[src/rtl/uart_rx_mmio_pkg.sv]
// rtl/uart_rx_mmio_pkg.sv - shared state encodings, status layout and default addresses for the UART receiver
package uart_rx_mmio_pkg;

    typedef enum logic [2:0] {
        ST_IDLE,
        ST_START,
        ST_DATA,
        ST_PARITY,
        ST_STOP,
        ST_BREAK
    } rx_state_e;

    localparam int STAT_AVAIL_BIT = 0;
    localparam int STAT_OVR_BIT   = 1;
    localparam int STAT_FERR_BIT  = 2;
    localparam int STAT_PERR_BIT  = 3;

    localparam logic [15:0] DEF_DATA_ADDR = 16'hFFFE;
    localparam logic [15:0] DEF_STAT_ADDR = 16'hFFFD;

    function automatic logic [7:0] stat_byte(input logic perr, input logic ferr,
                                             input logic ovr, input logic avail);
        logic [7:0] s;
        s                 = 8'h00;
        s[STAT_PERR_BIT]  = perr;
        s[STAT_FERR_BIT]  = ferr;
        s[STAT_OVR_BIT]   = ovr;
        s[STAT_AVAIL_BIT] = avail;
        return s;
    endfunction

endpackage

[src/rtl/uart_rx_mmio_if.sv]
// rtl/uart_rx_mmio_if.sv - CPU read-bus bundle between the retro CPU and the UART receive registers
interface uart_rx_mmio_if #(
    parameter int ADDRESS_WIDTH = 16
) ();
    logic [ADDRESS_WIDTH-1:0] address;
    logic                     rden;
    logic [7:0]               rdata;
    logic                     sel;

    modport master (output address, output rden, input rdata, input sel);
    modport slave  (input address, input rden, output rdata, output sel);
endinterface

[src/rtl/uart_rx_mmio_rx_fifo.sv]
// rtl/uart_rx_mmio_rx_fifo.sv - receive byte FIFO with wrap-around pointers and an extra MSB for full/empty
module rx_fifo #(
    parameter int DEPTH = 8,
    parameter int WIDTH = 8
) (
    input  logic             clk,
    input  logic             rstb,
    input  logic             push,
    input  logic             pop,
    input  logic [WIDTH-1:0] wdata,
    output logic             full,
    output logic             empty,
    output logic [WIDTH-1:0] head
);
    localparam int AW = $clog2(DEPTH);

    logic [WIDTH-1:0] mem [DEPTH];
    logic [AW:0]      wr_q;
    logic [AW:0]      rd_q;
    logic             wr_en;
    logic             rd_en;

    assign empty = (wr_q == rd_q);
    assign full  = (wr_q[AW] != rd_q[AW]) && (wr_q[AW-1:0] == rd_q[AW-1:0]);
    assign rd_en = pop && !empty;
    // A pop in the same cycle frees the slot, so a push at full still lands.
    assign wr_en = push && (!full || rd_en);
    assign head  = empty ? '0 : mem[rd_q[AW-1:0]];

    always_ff @(posedge clk) begin
        if (wr_en) begin
            mem[wr_q[AW-1:0]] <= wdata;
        end
    end

    always_ff @(posedge clk or negedge rstb) begin
        if (!rstb) begin
            wr_q <= '0;
            rd_q <= '0;
        end else begin
            if (wr_en) wr_q <= wr_q + 1'b1;
            if (rd_en) rd_q <= rd_q + 1'b1;
        end
    end

endmodule

[src/rtl/uart_rx_mmio.sv]
// rtl/uart_rx_mmio.sv - UART receiver with FIFO and read-only data/status registers on the CPU bus
// Optional even-parity (8E1) framing is enabled by defining UART_RX_PARITY_EN.
module uart_rx_mmio
    import uart_rx_mmio_pkg::*;
#(
    parameter int                       ADDRESS_WIDTH = 16,
    parameter int                       BIT_CYCLES    = 104,
    parameter int                       FIFO_DEPTH    = 8,
    parameter logic [ADDRESS_WIDTH-1:0] DATA_ADDR     = ADDRESS_WIDTH'(DEF_DATA_ADDR),
    parameter logic [ADDRESS_WIDTH-1:0] STAT_ADDR     = ADDRESS_WIDTH'(DEF_STAT_ADDR)
) (
    input  logic                 clk,
    input  logic                 rstb,
    input  logic                 rxd,
    uart_rx_mmio_if.slave        bus,
    output logic                 rx_avail
);
    localparam int            CW       = $clog2(BIT_CYCLES);
    localparam logic [CW-1:0] CYC_LAST = CW'(BIT_CYCLES - 1);
    localparam logic [CW-1:0] CYC_HALF = CW'(BIT_CYCLES / 2 - 1);

    logic            rxd_m, rxd_s;
    rx_state_e       state_q, state_d;
    logic [CW-1:0]   cyc_q;
    logic [2:0]      bit_q;
    logic [7:0]      shreg_q;
    logic            push_q;
    logic            data_smp, stop_ok, ferr_evt;
    logic            full, empty, pop, ovr_evt;
    logic [7:0]      head;
    logic            is_data, is_stat, stat_rd;
    logic            ovr_q, ferr_q, perr_bit;
    logic [7:0]      rdata_c;
`ifdef UART_RX_PARITY_EN
    logic            perr_evt, perr_q;
`endif

    always_ff @(posedge clk or negedge rstb) begin
        if (!rstb) begin
            rxd_m <= 1'b1;
            rxd_s <= 1'b1;
        end else begin
            rxd_m <= rxd;
            rxd_s <= rxd_m;
        end
    end

    always_comb begin
        state_d  = state_q;
        data_smp = 1'b0;
        stop_ok  = 1'b0;
        ferr_evt = 1'b0;
`ifdef UART_RX_PARITY_EN
        perr_evt = 1'b0;
`endif
        case (state_q)
            ST_IDLE:  if (!rxd_s) state_d = ST_START;
            ST_START: if (cyc_q == CYC_HALF) state_d = rxd_s ? ST_IDLE : ST_DATA;
            ST_DATA: begin
                if (cyc_q == CYC_LAST) begin
                    data_smp = 1'b1;
                    if (bit_q == 3'd7) begin
`ifdef UART_RX_PARITY_EN
                        state_d = ST_PARITY;
`else
                        state_d = ST_STOP;
`endif
                    end
                end
            end
            ST_PARITY: begin
                if (cyc_q == CYC_LAST) begin
`ifdef UART_RX_PARITY_EN
                    perr_evt = ((^shreg_q) != rxd_s);
`endif
                    state_d = ST_STOP;
                end
            end
            ST_STOP: begin
                if (cyc_q == CYC_LAST) begin
                    if (rxd_s) begin
                        stop_ok = 1'b1;
                        state_d = ST_IDLE;
                    end else begin
                        ferr_evt = 1'b1;
                        state_d  = ST_BREAK;
                    end
                end
            end
            ST_BREAK: if (rxd_s) state_d = ST_IDLE;
            default:  state_d = ST_IDLE;
        endcase
    end

    // Cycle counter restarts on every state entry and after each data sample, so
    // samples fall at bit centres relative to the half-bit point found in START.
    always_ff @(posedge clk or negedge rstb) begin
        if (!rstb) begin
            state_q <= ST_IDLE;
            cyc_q   <= '0;
            bit_q   <= 3'd0;
            shreg_q <= 8'h00;
            push_q  <= 1'b0;
        end else begin
            state_q <= state_d;
            push_q  <= stop_ok;
            if (state_d != state_q || data_smp) cyc_q <= '0;
            else                                cyc_q <= cyc_q + CW'(1);
            if (state_d != state_q) bit_q <= 3'd0;
            else if (data_smp)      bit_q <= bit_q + 3'd1;
            if (data_smp) shreg_q <= {rxd_s, shreg_q[7:1]};
        end
    end

    assign is_data = (bus.address == DATA_ADDR);
    assign is_stat = (bus.address == STAT_ADDR);
    assign stat_rd = bus.rden && is_stat;
    assign pop     = bus.rden && is_data && !empty;
    assign ovr_evt = push_q && full && !pop;

    rx_fifo #(.DEPTH(FIFO_DEPTH), .WIDTH(8)) u_fifo (
        .clk   (clk),
        .rstb  (rstb),
        .push  (push_q),
        .pop   (pop),
        .wdata (shreg_q),
        .full  (full),
        .empty (empty),
        .head  (head)
    );

    // A flag-setting event in the same cycle as a status read keeps the flag set.
    always_ff @(posedge clk or negedge rstb) begin
        if (!rstb) begin
            ovr_q    <= 1'b0;
            ferr_q   <= 1'b0;
            rx_avail <= 1'b0;
        end else begin
            ovr_q    <= ovr_evt  | (ovr_q  & ~stat_rd);
            ferr_q   <= ferr_evt | (ferr_q & ~stat_rd);
            rx_avail <= !empty;
        end
    end

`ifdef UART_RX_PARITY_EN
    always_ff @(posedge clk or negedge rstb) begin
        if (!rstb) perr_q <= 1'b0;
        else       perr_q <= perr_evt | (perr_q & ~stat_rd);
    end
    assign perr_bit = perr_q;
`else
    assign perr_bit = 1'b0;
`endif

    always_comb begin
        rdata_c = 8'h00;
        if (is_data)      rdata_c = head;
        else if (is_stat) rdata_c = stat_byte(perr_bit, ferr_q, ovr_q, !empty);
    end

    assign bus.rdata = rdata_c;
    assign bus.sel   = is_data || is_stat;

endmodule

[src/flat_wrapper.sv]
// flat-port wrapper written by rule: the top's interface ports become plain ports
module uart_rx_mmio_flat import uart_rx_mmio_pkg::*;
#(
    parameter int                       ADDRESS_WIDTH = 16,
    parameter int                       BIT_CYCLES    = 104,
    parameter int                       FIFO_DEPTH    = 8,
    parameter logic [ADDRESS_WIDTH-1:0] DATA_ADDR     = ADDRESS_WIDTH'(DEF_DATA_ADDR),
    parameter logic [ADDRESS_WIDTH-1:0] STAT_ADDR     = ADDRESS_WIDTH'(DEF_STAT_ADDR)
)
  (clk, rstb, rxd, rx_avail, bus_address, bus_rden, bus_rdata, bus_sel);
  uart_rx_mmio_if #(.ADDRESS_WIDTH(ADDRESS_WIDTH)) bus_i ();
  input  logic clk;
  input  logic rstb;
  input  logic rxd;
  output logic rx_avail;
  input wire logic [$bits(bus_i.address)-1:0] bus_address;
  input wire logic [$bits(bus_i.rden)-1:0] bus_rden;
  output wire logic [$bits(bus_i.rdata)-1:0] bus_rdata;
  output wire logic [$bits(bus_i.sel)-1:0] bus_sel;
  assign bus_i.address = bus_address;
  assign bus_i.rden = bus_rden;
  assign bus_rdata = bus_i.rdata;
  assign bus_sel = bus_i.sel;
  uart_rx_mmio #(.ADDRESS_WIDTH(ADDRESS_WIDTH), .BIT_CYCLES(BIT_CYCLES), .FIFO_DEPTH(FIFO_DEPTH), .DATA_ADDR(DATA_ADDR), .STAT_ADDR(STAT_ADDR)) u_core (.clk(clk), .rstb(rstb), .rxd(rxd), .bus(bus_i), .rx_avail(rx_avail));
endmodule
[config.mk]
export PLATFORM = sky130hd
export DESIGN_NAME = uart_rx_mmio_flat
export DESIGN_NICKNAME = d
export VERILOG_FILES = /design/src/rtl/uart_rx_mmio_pkg.sv /design/src/rtl/uart_rx_mmio_if.sv /design/src/rtl/uart_rx_mmio_rx_fifo.sv /design/src/rtl/uart_rx_mmio.sv /design/src/flat_wrapper.sv
export SDC_FILE = /design/constraint.sdc
export NUM_CORES = 1
export LEC_CHECK = 0
export CORE_UTILIZATION = 40
export CTS_CLUSTER_SIZE = 24
export DETAILED_ROUTE_END_ITERATION = 10
export PLACE_DENSITY = 0.6
export SYNTH_ARGS = -nofsm -noshare
export SYNTH_HDL_FRONTEND = slang
export SYNTH_SLANG_ARGS = --single-unit
[constraint.sdc]
create_clock -name clk -period 2.6 [get_ports clk]
set_clock_uncertainty 0.2 [all_clocks]
set_input_delay 0.78 -clock clk [delete_from_list [all_inputs] [get_ports clk]]
set_output_delay 0.78 -clock clk [all_outputs]
set_load 0.05 [all_outputs]
==> impl_metrics.yaml <==
routing:
  drc_errors: 0
  wl_mm: 8.056
  first_iter_violations: 73
  viasPerCell: 5.050
  dr.pass1.iters: 4
  ant_nets: 0
  avgRoutedWirePerCell_um: 16.78
  via_count: 2424
sta:
  drv_slew: 0
  layout_setup_ws_ns: -0.4022
  setup-tns-final_ns: -3.269
  fin_crit_ns: 3.002
  worstMarginPinSlew_ns: 0.8272
  slew_headroom_pct: 44.85
  rsz0062_at_grt: "yes"
  min_period_over_period_pct: 115.5
  fin_hold_ws_ns: 0.1604
  setup-violations-final: 9
  hold_viol: 0
  fmax_mhz: 333.1
clock_tree:
  clock_latency_ns: 0.37
  ctsHoldBuffers: 0
  clk_pin_slew_ns: 0.10
  cts_tree: "built"
  root_buffer: "clkbuf_8"
  ctsLongestPathBuffers: 2
  cts_buffers: 9
  clock-sinks: 99
  h-tree-depth: 3
global_routing:
  grt_pass1_wl_mm: 13.11
  antenna_found_initial: 0
  grt_util_all_layers_pct: 16.07
  grt_pass1_vias: 2536
  grt_max_degree: 36
  grt_overflow: 0
synthesis:
  ys_warn_count: 0
  ys.flop_type: "edfxtp_1"
  synthCells: 264
  synth-seq-cells: 99
  synth_area_sq_um: 4222
  netlist-cell-type-count: 43
  syn_avg_cell_area_sq_um: 15.99
  synth_nets: 289
  synth_edf_count: 64
  seq_area_frac_synth_pct: 66.33
  synth_async_sr_flop_share_pct: 35.35
setup_path:
  critPathCaptureType: "primary output"
  worst-r2r-setup-slack_ns: 0.27
  start_kind: "register"
  crit_type: "register to primary output"
  cp.required_ns: 1.62
  worstPathMaxFanout: 7
  arrival_ns: 2.02
floorplan:
  dieArea_sq_um: 10970
  core_area_sq_um: 10280
  die_h_um: 104.7
  die_w_um: 104.7
  rows: 37
  ioPinCount: 30
  initial_core_util_pct: 41.08
job:
  maxCapViolations: 0
cells_and_area:
  diodes: 0
  areaGrowthSynthToFinish_pct: 29.88
  nets: 364
  final_core_util_pct: 53.35
  fillerInstances: 858
  final_layout_size_suffix_gt1_share_pct: 42.15
placement:
  place_worst_setup_slack_ns: -0.8226
  routabilityCongestion: 0.7736
  dp_hpwl_mm: 5.492
  port_buffers: 29
status:
  status: "complete, but fails checks"
  violations: "setup timing"
power_and_ir_drop:
  peakVddDrop_uv: 250.3
  finalPower_mw: 2.679
  p_leak_nw: 2.236
  p_per_area_nw_per_um2: 488.7
hold_path:
  holdCritPathClass: "register to register"
final cells by class:
class	instances	area, sq um	share of cell area [%]
multi-input cells	151	1548	28.23
repair buffers	74	757.0	13.81
clock buffers	11	131.4	2.396
well taps	136	170.2	3.104
inverters	4	15.01	0.2738
clock inverters	5	60.06	1.095
flip-flops and latches	99	2801	51.10
sequential cells by signal, indices dropped and copies added (netlist names), 3 cells and up:
register / flops
u_core.u_fifo.mem: 64
u_core.shreg_q: 8
u_core.cyc_q: 7
u_core.u_fifo.rd_q: 4
u_core.u_fifo.wr_q: 4
u_core.bit_q: 3
u_core.state_q: 3
cells by family after synthesis:
| family | Yosys count | share of synthesized area, % |
|---|---|---|
| muxes | 35 | 13.57 |
| DFF | 99 | 66.33 |
| and+or+nand+nor | 78 | 10.28 |
| adders and majority gates | 5 | 1.482 |
| buffers and inverters | 14 | 1.897 |
| AOI/OAI and AO/OA | 17 | 3.112 |
| xor gates and xnor gates | 16 | 3.319 |
where the power goes:
group	leakage [nW]	internal (mW)	total, mW	switching (mW)
combinational	0.942	0.0179	0.0374	0.0195
clock	0.0943	0.451	0.978	0.527
sequential	1.20	1.66	1.66	0.00159
repair_timing:
action,in CTS,in global routing
buffers inserted,2,3
pin swaps,14,12
endpoints found under the hold margin,0,0
endpoints found under the setup margin,77,29
gates resized for setup,38,30
cloned,0,1
path summary, 6_finish.rpt:
path	startpoint	end	cells past startpoint
max in group asynchronous	rstb	u_core.u_fifo.rd_q[0]$_DFFE_PN0P_	1
min in group asynchronous	rstb	u_core.shreg_q[4]$_DFFE_PN0P_	1
worst max-delay path	u_core.u_fifo.rd_q[0]$_DFFE_PN0P_	bus_rdata[1]	6
worst max register to register	u_core.u_fifo.rd_q[0]$_DFFE_PN0P_	u_core.u_fifo.mem[6][2]$_DFFE_PP_	9
worst min register to register	u_core.rxd_m$_DFF_PN1_	u_core.rxd_s$_DFF_PN1_	0
worst min-delay path	u_core.rxd_m$_DFF_PN1_	u_core.rxd_s$_DFF_PN1_	0
cells in the final DEF (no fill, tap or decap), drive strengths merged, types with 4 or more instances in the layout:
cell type,count
nor2,21
dfrtp,33
clkbuf,21
nand4,7
mux2i,10
xor2,5
mux2,9
o21ai,5
nor3,7
ha,5
edfxtp,64
nand2,15
buf,61
xnor2,11
nand3,8
mux4,16
inv,6
nor3b,4
critical path, cell delays in order, from the launching register on:
cell and delay (ns):
dfrtp_2 0.48, buf_12 0.16, mux4_2 0.50, mux2i_1 0.16, buf_4 0.14, o21ai_4 0.05, buf_12 0.15
metrics by stage:
| step | instances | instance area, sq um |
|---|---|---|
| floorplan | 264 | 4392 |
| global placement | 460 | 5243 |
| detailed placement | 460 | 5243 |
| CTS | 477 | 5443 |
| global route | 480 | 5483 |
| finish | 480 | 5483 |
cell usage after synthesis, types with 6 or more instances:
library cell / n / share of area, %
xnor2_1: 11 / 2.3
edfxtp_1: 64 / 46
dfrtp_1: 33 / 20
mux2_2: 6 / 1.6
nand3_1: 8 / 0.95
mux4_2: 16 / 8.5
nor2_1: 21 / 1.9
mux2i_1: 10 / 2.4
nand4_1: 7 / 1.0
nor3_1: 7 / 0.83
nand2_1: 15 / 1.3
layer usage:
metal  wire, um  global-route usage, %  vias to the layer above
met5          0                      0                        -
li1           -                      -                     1164
met3        285                  4.492                       10
met1       3744                  20.41                     1211
met2       3908                  26.40                       39
met4        119                  5.734                        0
Note: power is estimated with default switching activity, not from simulation.
